File: src/rtl/output_quantize_stream.sv
// Rounds/shifts/saturates accumulator results to bytes, buffers them and emits each
// frame as one gap-free burst. Define RELU_QUANT_EN for ReLU + unsigned saturation.
module output_quantize_stream #(
    parameter int DEPTH   = 32,
    parameter int PREFILL = 16,
    parameter int ACC_W   = 20
) (
    input  logic                    clock,
    input  logic                    reset,
    input  logic                    FrameStart,
    input  logic [15:0]             FrameBytes,
    input  logic [3:0]              ShiftAmt,
    input  logic                    AccValid,
    input  logic signed [ACC_W-1:0] AccIn,
    output logic                    AccReady,
    output logic                    StartOut,
    output logic [7:0]              ResultOut,
    output logic                    Busy,
    output logic                    FrameDone,
    output logic                    Underrun
);

    localparam int AW = $clog2(DEPTH);
    localparam logic signed [ACC_W:0] SAT_LO = (ACC_W+1)'(-128);
    localparam logic signed [ACC_W:0] SAT_HI = (ACC_W+1)'(127);
    localparam logic signed [ACC_W:0] ZERO   = '0;
    localparam logic signed [ACC_W:0] U8_HI  = (ACC_W+1)'(255);

    typedef enum logic [1:0] {IDLE, FILL, STREAM, DONE} state_t;

    state_t              state, state_nx;
    logic [15:0]         len, acc_cnt, out_left;
    logic [3:0]          shift;
    logic [AW:0]         fifo_count;
    logic [AW-1:0]       wr_ptr, rd_ptr;
    logic [7:0]          mem [DEPTH];
    logic                v1, v2, zero_done;
    logic signed [ACC_W:0] r1, acc_ext, half, rnd_sum, rnd;
    logic [7:0]          q2, sat;
    logic [15:0]         len_in;
    logic                start_ok, accept, push, pop, empty;
    logic [1:0]          inflight;
    logic                unused_fb;

    assign unused_fb = ^FrameBytes[3:0];
    assign len_in    = {FrameBytes[15:4], 4'b0000};
    assign start_ok  = FrameStart & (state == IDLE);
    assign inflight  = {1'b0, v1} + {1'b0, v2};
    assign empty     = (fifo_count == '0);
    assign push      = v2;
    assign pop       = (state == STREAM) & ~empty;
    assign Busy      = (state != IDLE);
    assign AccReady  = Busy & (acc_cnt < len)
                       & ((32'(fifo_count) + 32'(inflight)) < 32'(DEPTH));
    assign accept    = AccValid & AccReady;
    assign StartOut  = (state == STREAM);
    assign ResultOut = pop ? mem[rd_ptr] : 8'h00;
    assign FrameDone = (state == DONE) | zero_done;

    // Round half up at ACC_W+1 bits so the bias add cannot overflow.
    always_comb begin
        acc_ext = {AccIn[ACC_W-1], AccIn};
        half    = (ACC_W+1)'(1) << (shift - 4'd1);
        rnd_sum = acc_ext + half;
        rnd     = (shift == 4'd0) ? acc_ext : (rnd_sum >>> shift);
    end

    always_comb begin
        sat = r1[7:0];
`ifdef RELU_QUANT_EN
        if (r1 < ZERO)
            sat = 8'h00;
        else if (r1 > U8_HI)
            sat = 8'hFF;
`else
        if (r1 < SAT_LO)
            sat = 8'h80;
        else if (r1 > SAT_HI)
            sat = 8'h7F;
`endif
    end

    always_comb begin
        state_nx = state;
        case (state)
            IDLE:   if (start_ok && len_in != 16'd0) state_nx = FILL;
            FILL:   if (fifo_count >= (AW+1)'(PREFILL) || (acc_cnt == len && !v1 && !v2))
                        state_nx = STREAM;
            STREAM: if (out_left == 16'd1) state_nx = DONE;
            DONE:   state_nx = IDLE;
            default: state_nx = IDLE;
        endcase
    end

    always_ff @(posedge clock) begin
        if (reset) begin
            state      <= IDLE;
            len        <= '0;
            shift      <= '0;
            acc_cnt    <= '0;
            out_left   <= '0;
            wr_ptr     <= '0;
            rd_ptr     <= '0;
            fifo_count <= '0;
            v1         <= 1'b0;
            v2         <= 1'b0;
            r1         <= '0;
            q2         <= '0;
            zero_done  <= 1'b0;
            Underrun   <= 1'b0;
        end else begin
            state     <= state_nx;
            zero_done <= start_ok && (len_in == 16'd0);
            if (start_ok) begin
                len      <= len_in;
                shift    <= ShiftAmt;
                acc_cnt  <= '0;
                out_left <= len_in;
                Underrun <= 1'b0;
            end else begin
                if (accept)
                    acc_cnt <= acc_cnt + 16'd1;
                if (state == STREAM) begin
                    out_left <= out_left - 16'd1;
                    if (empty)
                        Underrun <= 1'b1;
                end
            end
            v1 <= accept;
            if (accept)
                r1 <= rnd;
            v2 <= v1;
            if (v1)
                q2 <= sat;
            if (push)
                wr_ptr <= wr_ptr + 1'b1;
            if (pop)
                rd_ptr <= rd_ptr + 1'b1;
            case ({push, pop})
                2'b10:   fifo_count <= fifo_count + 1'b1;
                2'b01:   fifo_count <= fifo_count - 1'b1;
                default: ;
            endcase
            // Drop anything left over so a short/underrun frame cannot leak into the next.
            if (state == DONE) begin
                v1         <= 1'b0;
                v2         <= 1'b0;
                wr_ptr     <= '0;
                rd_ptr     <= '0;
                fifo_count <= '0;
            end
        end
    end

    always_ff @(posedge clock) begin
        if (push)
            mem[wr_ptr] <= q2;
    end

endmodule

File: config.mk
export PLATFORM = sky130hd
export DESIGN_NAME = output_quantize_stream
export DESIGN_NICKNAME = d
export VERILOG_FILES = /design/src/rtl/output_quantize_stream.sv
export SDC_FILE = /design/constraint.sdc
export NUM_CORES = 1
export LEC_CHECK = 0
export BUFFER_PORTS_ARGS = -buffer_cell sky130_fd_sc_hd__buf_2
export CAP_MARGIN = 5
export CORE_MARGIN = 1.5
export CORE_UTILIZATION = 52
export CTS_CLUSTER_SIZE = 14
export DETAILED_ROUTE_END_ITERATION = 7
export PLACE_DENSITY_LB_ADDON = 0.08
export SLEW_MARGIN = 15
export SYNTH_ARGS = -nofsm -noshare
export SYNTH_HDL_FRONTEND = slang
export SYNTH_SLANG_ARGS = --single-unit
File: constraint.sdc
create_clock -name clock -period 5.7 [get_ports clock]
set_clock_uncertainty 0.1 [all_clocks]
set_input_delay 0.57 -clock clock [delete_from_list [all_inputs] [get_ports clock]]
set_output_delay 0.57 -clock clock [all_outputs]
set_load 0.05 [all_outputs]
==> results of run 1 <==
[flip-flops by register name, summed over array words and instances, names as in the netlist, 5 cells and up, named ones only]
register and flops:
rd_ptr 5, fifo_count 6, q2 8, mem 256, len 12, out_left 16
wr_ptr 5, acc_cnt 16, r1 21
[worst min-delay path by stage]
stage / end / slack (ns) / startpoint / cells past startpoint
2_1_floorplan: len[10] / 0.34 / len[10] / 2
3_3_place_gp: len[12] / 0.35 / len[12] / 2
3_5_place_dp: len[13] / 0.35 / len[13] / 2
4_1_cts: shift[1] / 0.17 / ShiftAmt[1] / 3
5_1_grt: shift[2] / 0.18 / ShiftAmt[2] / 3
6_report: shift[1] / 0.19 / ShiftAmt[1] / 3
[layout make-up]
type | count | share of cell area [%]
Clock inverter | 10 | 0.3432
Multi-Input combinational cell | 889 | 36.13
Sequential cell | 360 | 51.61
Timing Repair Buffer | 73 | 2.270
Tap cell | 442 | 2.917
Clock buffer | 59 | 5.933
Inverter | 40 | 0.7920
[power groups by stage]
stage / Combinational [W] / Sequential [W] / Clock [W]
after floorplan: 0.000968 / 0.00318 / 0
after global placement: 0.00126 / 0.00326 / 0
after detailed placement: 0.00126 / 0.00327 / 0
after CTS: 0.00127 / 0.00322 / 0.00239
after global routing: 0.00142 / 0.00324 / 0.00249
final: 0.00127 / 0.00321 / 0.00234
[worst max-delay path, cell delays in order, from the launching register on]
cell and delay [ns]:
dfxtp_1 0.30, inv_1 0.04, buf_4 0.32, nand2_1 0.32, nor2_1 0.23, ha_1 0.23
inv_1 0.07, fa_1 0.39, nand2b_1 0.19, a211oi_2 0.37, o2111ai_1 0.21, a31oi_1 0.24
nand2_1 0.15, o21ai_0 0.36, mux2i_1 0.21, o211a_1 0.26, a2111oi_0 0.36
[kinds of logic after synthesis]
group	share of synthesized area, %
AO/OA/AOI/OAI	9.942
multiplexers	12.45
flip-flops	57.33
AND/OR/NAND/NOR	10.98
adder cells (fa/ha/maj)	3.759
XOR/XNOR	2.922
buffers and inverters	2.621
[synthesized netlist by cell type (all sizes together), types with 5 or more instances]
cell type / count
nor3: 32
a21o: 14
mux2i: 24
nand3: 18
mux4: 81
ha: 48
nor2: 143
a31oi: 9
a21oi: 96
a2111oi: 5
clkbuf: 52
o211ai: 10
buf: 23
or2: 5
or3: 9
mux2: 5
o21ai: 39
nand2: 137
and3: 14
o21a: 7
a211o: 5
inv: 39
dfxtp: 104
xnor2: 21
a211oi: 18
a221oi: 5
nand2b: 13
nand4: 17
a311oi: 5
edfxtp: 256
nor4: 12
xor2: 35
[layer usage]
| metal | routed length [um] | vias up |
|---|---|---|
| met5 | 0 | - |
| met3 | 1535 | 50 |
| met1 | 16790 | 5444 |
| met2 | 18840 | 237 |
| met4 | 732 | 0 |
| li1 | - | 5250 |
[per-stage QoR]
stage               setup slack (ns)  cells  total power, W  area, sq um  hold slack [ns]
floorplan                      1.674   1364        0.004144        17040           0.3363
global placement               1.337   1804        0.004512        17740           0.3470
detailed placement             1.322   1804        0.004535        17740           0.3511
CTS                            1.300   1873        0.006878        18930           0.1726
global route                  0.8467   1873        0.007160        18960           0.1844
finish                         1.219   1873        0.006827        18960           0.1890
==> qor.txt, run 1 <==
Status: finished, final reports clean
Most frequent cells in the layout: edfxtp_1, nor2_1, nand2_1
1st-iter DRT viols: 899
First-pass GRT wire length: 60190 um
Worst rel slew slack: 28.15%
Multi-input logic area: 6850 sq um
CTS tree: yes
Worst Path Arrival: 4.79 ns
Synth cell types: 74
Area delta synth->final: 11.26%
Count of buffers from port buffering: 52
Max-Cap Viols: 0
Clk buf depth: 3
Post-Syn Area: 17040 sq um
Cell taking the most area after synthesis: edfxtp_1
Mean Syn Cell Area: 12.49 sq um
Critical Path Sink: r1[3]
Core box area: 32370 sq um
Die width: 184.0 um
Setup crit start: shift[1]
Fillers: 2726
Core Util, Final: 58.57%
Reg2Reg Setup Slack: 1.22 ns
Global placement routability congestion: 0.9125
Drt via density: 5.863
Final Hold Viols: 0
Drt first pass iters: 5
Leakage power: 6.567 nW
Synth async-reset ratio: 0%
Part of the power in registers: 47.1%
Register Area: 9784 sq um
Antenna cell count: 0
#FFs+latches synth: 360
Total number of vias: 10.98k
Sequential area share after synthesis: 57.33%
Fin crit share: 78.62%
Synth area leaders: edfxtp_1, dfxtp_1, mux4_2, ha_1, nor2_1
Fmax: 223.2 MHz
Reg2reg end: r1[3]
DP HPWL: 25650 um
Psw: 0.002003 W
Synth Flop Type: edfxtp_1
Row count: 66
Yosys top cell area share: 45.11%
Top Usage Layer GRT: met2
Crit. End Element: flop
Crit Path Class: flop to flop
Final Critical Period: 4.481 ns
Hold_buf cts: 0
CP startpoint kind: flop
Per-cell routed wire length: 20.23 um
Hold Crit Class: input pin to flop
Setup tns final: 0 ns
Clock Sinks: 360
Number of global-route vias before repair: 10.87k
Slew @ Worst Pin: 1.069 ns
Initial antenna violation count: 0
Comb power frac: 18.6%
GR met3 Demand/Resource: 3.071%
Internal power: 0.004823 W
Full die area: 33870 sq um
Die Height: 184.0 um
Switching share of power: 29.34%
Met1 GRT Util: 31.36%
Reg2Reg Depth: 16
Number of CTS-inserted buffers: 39
Post-CTS Setup Repair Bufs: 0
Clk_lat worst skew: 0.53 ns
Final setup fails: 0
Grt ovf: 0
Final wirelength: 37900 um
Grt met2 use: 39.29%
Clock network power share: 34.3%
Worst flop-to-flop path startpoint: shift[1]
Largest net degree at the start of global routing: 49
Ys Warns: 0
Final ANT Viol Nets: 0
Total track usage: 23.05%
Max Slew Vio Count: 0
Starting Density: 52.64%
Clock transition at path regs: 0.06 ns
Number of synthesized flops with an enable pin: 256
Required time of the critical path: 6.01 ns
# IOs: 57
Layout cells sized above 1: 16.77%
Post-CTS sizing: 0
Number of H-tree branching levels: 2
Syn_nets: 1458
P per Cell Area: 360.1 nW/um^2
Max VDD drop: 215.7 uV
CP max FO: 32
Most common cell after layout, fill and taps aside: edfxtp_1
RSZ-0062 raised after global routing: false
Post-Synthesis Cells: 1364
DRC errors left: 0
Root Buffer: clkbuf_16
Final nets: 1497
No activity file was read; power rests on OpenSTA's default activity.
==> run 2, diff against run 1 <==
Settings changed: ABC_AREA from default to 1.
Clock period 5.7 ns to 4.3 ns, I/O delays scaled along.
==> run 2 against run 1 <==
Compared with the run above:
- critical path type is now flop to output port
- setup slack worse by 0.74 ns
- non-clock buffer count increased by 6
- sequential share of layout area decreased by 0.31 points
- via count rose by 22%
- global-route usage increased by 2.8 points
- flip-flop and latch count is the same
- sequential power is 30% higher
- die area grew 0.99%
- synthesized area rose by 1.0%
- utilization hardly changed
- final area increased by 0.53%
- routed wire length rose by 15%
- critical endpoint is now ResultOut[6]
==> qor.txt, run 2 <==
Worst rel slew slack: 32.23% (+4.1 points)
Max-Cap Viols: 0 (unchanged)
Final Critical Period: 3.820 ns
Top Registers: mem (256), r1 (21)
Stages on worst setup path: 8 (-8)
Count of buffers from port buffering: 52 (unchanged)
Reg2Reg Depth: 16 (unchanged)
Initial antenna violation count: 0 (unchanged)
Master of the slowest instance on the critical path: dfxtp_4
CTS tree: yes
Per-cell routed wire length: 18.55 um (-8.3%)
DP HPWL: 28770 um (+12%)
Cell taking the most area after synthesis: edfxtp_1
Crit Path Class: flop to output port
Synth area leaders: edfxtp_1, dfxtp_1, nand2_1, nor2_1, o21ai_0
CP startpoint kind: flop
Row count: 66 (unchanged)
Global placement routability congestion: 0.9043 (-0.90%)
1st-iter DRT viols: 1152 (+28%)
Most common cell after layout, fill and taps aside: nand2_1
Total power: 0.009531 W (+40%)
DRC errors left: 0 (unchanged)
Number of synthesized flops with an enable pin: 256 (unchanged)
Sequential area share after synthesis: 56.76% (-0.57 points)
Layout cells sized above 1: 8.407% (-8.4 points)
Full die area: 34200 sq um (+0.99%)
Max reg flops: 256 (unchanged)
Fin crit share: 88.83%
# IOs: 57 (unchanged)
Yosys top cell area share: 44.66% (-0.45 points)
Worst Path Arrival: 3.29 ns (-1.50 ns)
Root Buffer: clkbuf_16
Clk_lat worst skew: 0.52 ns (about the same)
Hold Path Cell Cnt: 3 (unchanged)
P per Cell Area: 500.1 nW/um^2 (+39%)
Clock transition at path regs: 0.06 ns (about the same)
Setup tns final: 0 ns (unchanged)
Worst path cell trace: clkinv_2, buf_12, buf_4, o21ai_0, o221ai_1, o211ai_1, a221oi_1, buf_2
Post-CTS Setup Repair Bufs: 0 (unchanged)
Post-Syn Area: 17210 sq um (+1.0%)
Area delta synth->final: 10.73%
Starting Density: 52.90% (+0.26 points)
Status: finished, final reports clean
Required time of the critical path: 3.77 ns (-2.24 ns)
Final ANT Viol Nets: 0 (unchanged)
Buffers and inverters on the worst path: 4 (+1)
Crit. End Element: output port
Largest net degree at the start of global routing: 71 (+45%)
Synth async-reset ratio: 0% (unchanged)
Clk buf depth: 3 (unchanged)
CP max FO: 70 (+120%)
First-pass GRT wire length: 68590 um (+14%)
Antenna cell count: 0 (unchanged)
Final Hold Viols: 0 (unchanged)
Drt first pass iters: 6 (+1)
Placed Cells: 2291 (+27%)
Slew @ Worst Pin: 1.013 ns (-0.05662 ns)
Number of CTS-inserted buffers: 39 (unchanged)
Post-Synthesis Cells: 1862 (+37%)
Most frequent cells in the layout: nand2_1, nor2_1, edfxtp_1
Biggest register: mem
Total number of vias: 13.45k (+22%)
Syn_nets: 1956 (+34%)
RSZ-0062 raised after global routing: false
Drt via density: 5.705 (-2.7%)
Mean Syn Cell Area: 9.244 sq um (-26%)
Max VDD drop: 363.7 uV (+69%)
Worst flop-to-flop path startpoint: state[0]
Clock Sinks: 360 (unchanged)
Synth cell types: 51 (-31%)
Post-CTS sizing: 0 (unchanged)
Most common cell in the netlist: nand2_1
Number of H-tree branching levels: 2 (unchanged)
Top post-synthesis cells by count: nand2_1, nor2_1, edfxtp_1
Die Height: 184.9 um (+0.49%)
Grt ovf: 0 (unchanged)
Ys Warns: 0 (unchanged)
Die width: 184.9 um (+0.49%)
Total track usage: 25.83% (+2.8 points)
Critical path's largest stage delay: 0.48 ns (+0.09 ns)
Leakage power: 7.136 nW (+8.7%)
Crit-path leading delay family: buffers and inverters
Final setup fails: 0 (unchanged)
Hold Crit Class: input pin to flop
#FFs+latches synth: 360 (unchanged)
HP Start: ShiftAmt[2]
Number of global-route vias before repair: 12.85k (+18%)
Post-Layout Cell Count: 2357 (+26%)
Synth Flop Type: edfxtp_1
Core box area: 32540 sq um (+0.51%)
Final nets: 1984 (+33%)
Hold_buf cts: 0 (unchanged)
Final wirelength: 43720 um (+15%)
Fmax: 261.8 MHz
Reg2Reg Setup Slack: 0.61 ns (-0.61 ns)
Max Slew Vio Count: 0 (unchanged)
run 2: cell count changes after synthesis, moves of 27 or more:
| cell | change |
|---|---|
| nand3_1 | +147 |
| o221ai_1 | +47 |
| inv_1 | +101 |
| mux4_2 | -81 |
| a31oi_1 | +27 |
| nand2_1 | +150 |
| o21ai_0 | +146 |
| xor2_1 | -28 |
| nor2_1 | +127 |
run 2: cell families (layout without fill, tap and decap cells):
group                      Yosys count  count (layout)  share of synthesized area (%)
buffers and inverters              243             296                          5.394
adders and majority gates           50              50                          3.722
AOI/OAI and AO/OA                  401             401                          13.65
and+or+nand+nor                    786             786                          19.35
xor gates and xnor gates            21              21                          1.069
DFF                                360             360                          56.76
muxes                                1               1                        0.05816
run 2: worst paths after layout:
check,endpoint
worst max-delay path,ResultOut[6]
worst min-delay path,shift[2]
worst max register to register,fifo_count[5]
worst min register to register,q2[5]
run 2: per-stage QoR:
step / cell area, sq um / worst slack [ns] / util [%] / hold WS [ns]
2_1_floorplan: 17210 / 0.7719 / - / 0.3447
3_3_place_gp: 17900 / 0.7297 / 55.01 / 0.3506
3_5_place_dp: 17900 / 0.6781 / 55.01 / 0.3583
4_1_cts: 19060 / 0.4868 / 58.57 / 0.03624
5_1_grt: 19060 / 0.1654 / 58.58 / 0.04006
6_report: 19060 / 0.4802 / 58.58 / 0.04735
run 2: cell type report:
class,instances,area (sq um)
inverter,151,568.0
clock buffer,54,1050
sequential,360,9777
fill,2940,13480
clock inverter,12,108.9
timing repair buffer,79,488.0
tap,442,553.0
multi-input combinational,1259,6514
run 2: worst reg2reg max path: cells and delay by family, from the launching register on:
| family | cells | cell delay (ns) |
|---|---|---|
| flip-flops | 1 | 0.33 |
| adder cells (fa/ha/maj) | 3 | 1.11 |
| AND/OR/NAND/NOR | 2 | 0.53 |
| AO/OA/AOI/OAI | 7 | 0.87 |
| buffers and inverters | 4 | 0.63 |
run 2: power breakdown:
group	leakage [nW]	internal [W]	total, W	switching, W
Clock	0.562	0.00177	0.00307	0.00130
Sequential	3.22	0.00397	0.00417	0.000203
Combinational	3.36	0.000714	0.00229	0.00157
Total	7.14	0.00645	0.00953	0.00308
run 2: layer usage:
| layer | track usage (%) | vias to the layer above | routed length [um] |
|---|---|---|---|
| met3 | 3.421 | 99 | 2384 |
| met4 | 9.626 | 0 | 1493 |
| li1 | - | 6593 | - |
| met5 | 0 | - | 0 |
| met2 | 44.14 | 399 | 20910 |
| met1 | 33.54 | 6356 | 18930 |
==> run 3, diff against run 2 <==
Settings changed: BUFFER_PORTS_ARGS -buffer_cell sky130_fd_sc_hd__buf_2 to default, DONT_BUFFER_PORTS from default to 1.
==> run 3 against run 2 <==
Compared with the run above:
- flip-flop and latch count unchanged
- register-to-register slack improved by 0.097 ns
- first-iteration DRC count increased by 0.43%
- routed wire length increased by 1.3%
- clock-buffer cell count increased by 2
- cell count decreased by 1.5%
- utilization increased by 0.23 points
- setup slack improved by 0.23 ns
- global-route usage increased by 0.28 points
- critical path type is now flop to flop
- largest cell class unchanged
- largest power group unchanged
==> qor.txt, run 3 (synthesized netlist as in run 2, its figures left out) <==
Status: finished, final reports clean
Number of CTS-inserted buffers: 38 (-2.6%)
Number of H-tree branching levels: 2 (unchanged)
Per-cell routed wire length: 19.07 um (+2.8%)
DP HPWL: 28330 um (-1.5%)
Final worst slack: 0.7065 ns (+0.2263 ns)
Fin crit share: 83.57% (-5.3 points)
Total track usage: 26.11% (+0.28 points)
Drt first pass iters: 7 (+1)
Antenna cell count: 0 (unchanged)
Number of global-route vias before repair: 12.69k (-1.3%)
Leakage power: 7.084 nW (-0.73%)
Worst rel slew slack: 32.33% (+0.11 points)
CP startpoint kind: flop
Area delta synth->final: 11.16%
CP max FO: 11 (-84%)
Max-Cap Viols: 0 (unchanged)
Starting Density: 52.90% (unchanged)
Post-CTS sizing: 0 (unchanged)
Die width: 184.9 um (unchanged)
First-pass GRT wire length: 69140 um (+0.80%)
Most frequent cells in the layout: nand2_1, nor2_1, edfxtp_1
Root Buffer: clkbuf_16
Worst slack at placement: 0.8002 ns (+0.1221 ns)
Reg2Reg Depth: 16 (unchanged)
Worst path most repeated cell: a21oi_1
Hold Path Cell Cnt: 2 (-1)
Critical path's largest stage delay: 0.39 ns (-0.09 ns)
Die Height: 184.9 um (unchanged)
Max Slew Vio Count: 0 (unchanged)
Final Critical Period: 3.593 ns (-0.2263 ns)
Fillers: 2895 (-1.5%)
Grt ovf: 0 (unchanged)
Final nets: 1944 (-2.0%)
DRC errors left: 0 (unchanged)
Slew @ Worst Pin: 1.014 ns (+0.001023 ns)
Max reg flops: 256 (unchanged)
Total number of vias: 13.32k (-0.95%)
1st-iter DRT viols: 1157 (+0.43%)
Biggest register: mem
Count of buffers from port buffering: 0 (-100%)
Crit Path Class: flop to flop
Setup tns final: 0 ns (unchanged)
Worst Path Arrival: 3.90 ns (+0.61 ns)
Layout cells sized above 1: 6.862% (-1.5 points)
Top Registers: mem (256), r1 (21)
Drt via density: 5.736 (+0.54%)
Final setup fails: 0 (unchanged)
Master of the slowest instance on the critical path: nand2_1
Clk_lat worst skew: 0.53 ns (about the same)
Register Area: 9778 sq um (about the same)
Clock transition at path regs: 0.05 ns (about the same)
Clock Sinks: 360 (unchanged)
Multi-input logic area: 6533 sq um (+0.29%)
Global placement routability congestion: 0.9196 (+1.7%)
Crit. End Element: flop
Initial antenna violation count: 0 (unchanged)
Most common cell after layout, fill and taps aside: nand2_1
Post-CTS Setup Repair Bufs: 0 (unchanged)
# IOs: 57 (unchanged)
Hold Crit Class: input pin to flop
Core box area: 32540 sq um (unchanged)
Final wirelength: 44290 um (+1.3%)
Final ANT Viol Nets: 0 (unchanged)
Clk buf depth: 3 (unchanged)
Max VDD drop: 460.5 uV (+27%)
Largest net degree at the start of global routing: 129 (+82%)
Full die area: 34200 sq um (unchanged)
CTS tree: yes
Final Hold Viols: 0 (unchanged)
Fmax: 278.3 MHz (+6.3%)
P per Cell Area: 516.8 nW/um^2 (+3.3%)
Required time of the critical path: 4.61 ns (+0.84 ns)
Row count: 66 (unchanged)
RSZ-0062 raised after global routing: false
Worst path cell trace: nor2_1, nand4_1, nand2_1, inv_1, ha_1, ha_1, a21oi_1, and2_1, inv_1, a21oi_1, inv_1, a21oi_1, o21ai_0, a21o_1, o21ai_0, a21oi_1
Hold_buf cts: 9 (+9)
-- run 3: worst max-delay path, delay by kind of cell (launching register included) --
kind | cells | cell delay (ns)
AO/OA/AOI/OAI | 7 | 0.91
adder cells (fa/ha/maj) | 2 | 0.71
buffers and inverters | 3 | 0.42
flip-flops | 1 | 0.32
AND/OR/NAND/NOR | 4 | 1.03
-- run 3: power by group --
group	internal [W]	switching [W]	total [W]
Clock	0.00208	0.00136	0.00343
Combinational	0.000711	0.00157	0.00228
Sequential	0.00397	0.000197	0.00417
-- run 3: path summary, 6_finish.rpt --
check | startpoint | to | slack, ns
setup / recovery | fifo_count[5] | fifo_count[5] | 0.71
hold / removal | FrameBytes[12] | len[12] | 0.02
setup reg to reg | fifo_count[5] | fifo_count[5] | 0.71
hold reg to reg | q2[7] | q2[7] | 0.37
-- run 3: metrics by stage --
stage	power, W	hold WS (ns)	utilization, %	std cells	cell area [sq um]
2_1_floorplan	0.005880	0.3447	-	1862	17210
3_3_place_gp	0.006460	0.3444	54.40	2243	17700
3_5_place_dp	0.006501	0.3509	54.40	2243	17700
4_1_cts	0.009917	0.009077	58.79	2322	19130
5_1_grt	0.01036	0.02830	58.80	2322	19130
6_report	0.009887	0.02006	58.80	2322	19130
-- run 3: final cells by class --
cell class / instances / share of cell area [%]
flip-flops and latches: 360 / 51.11
multi-input cells: 1259 / 34.14
clock inverters: 14 / 1.046
clock buffers: 56 / 5.905
well taps: 442 / 2.891
inverters: 151 / 2.969
repair buffers: 40 / 1.936
-- run 3: metal layers --
layer	track usage, %	vias up	part of all wire [%]
met5	0	-	0
met4	8.780	0	2.8
met3	3.578	82	5.9
met2	44.59	410	48
met1	34.23	6316	44
li1	-	6511	-
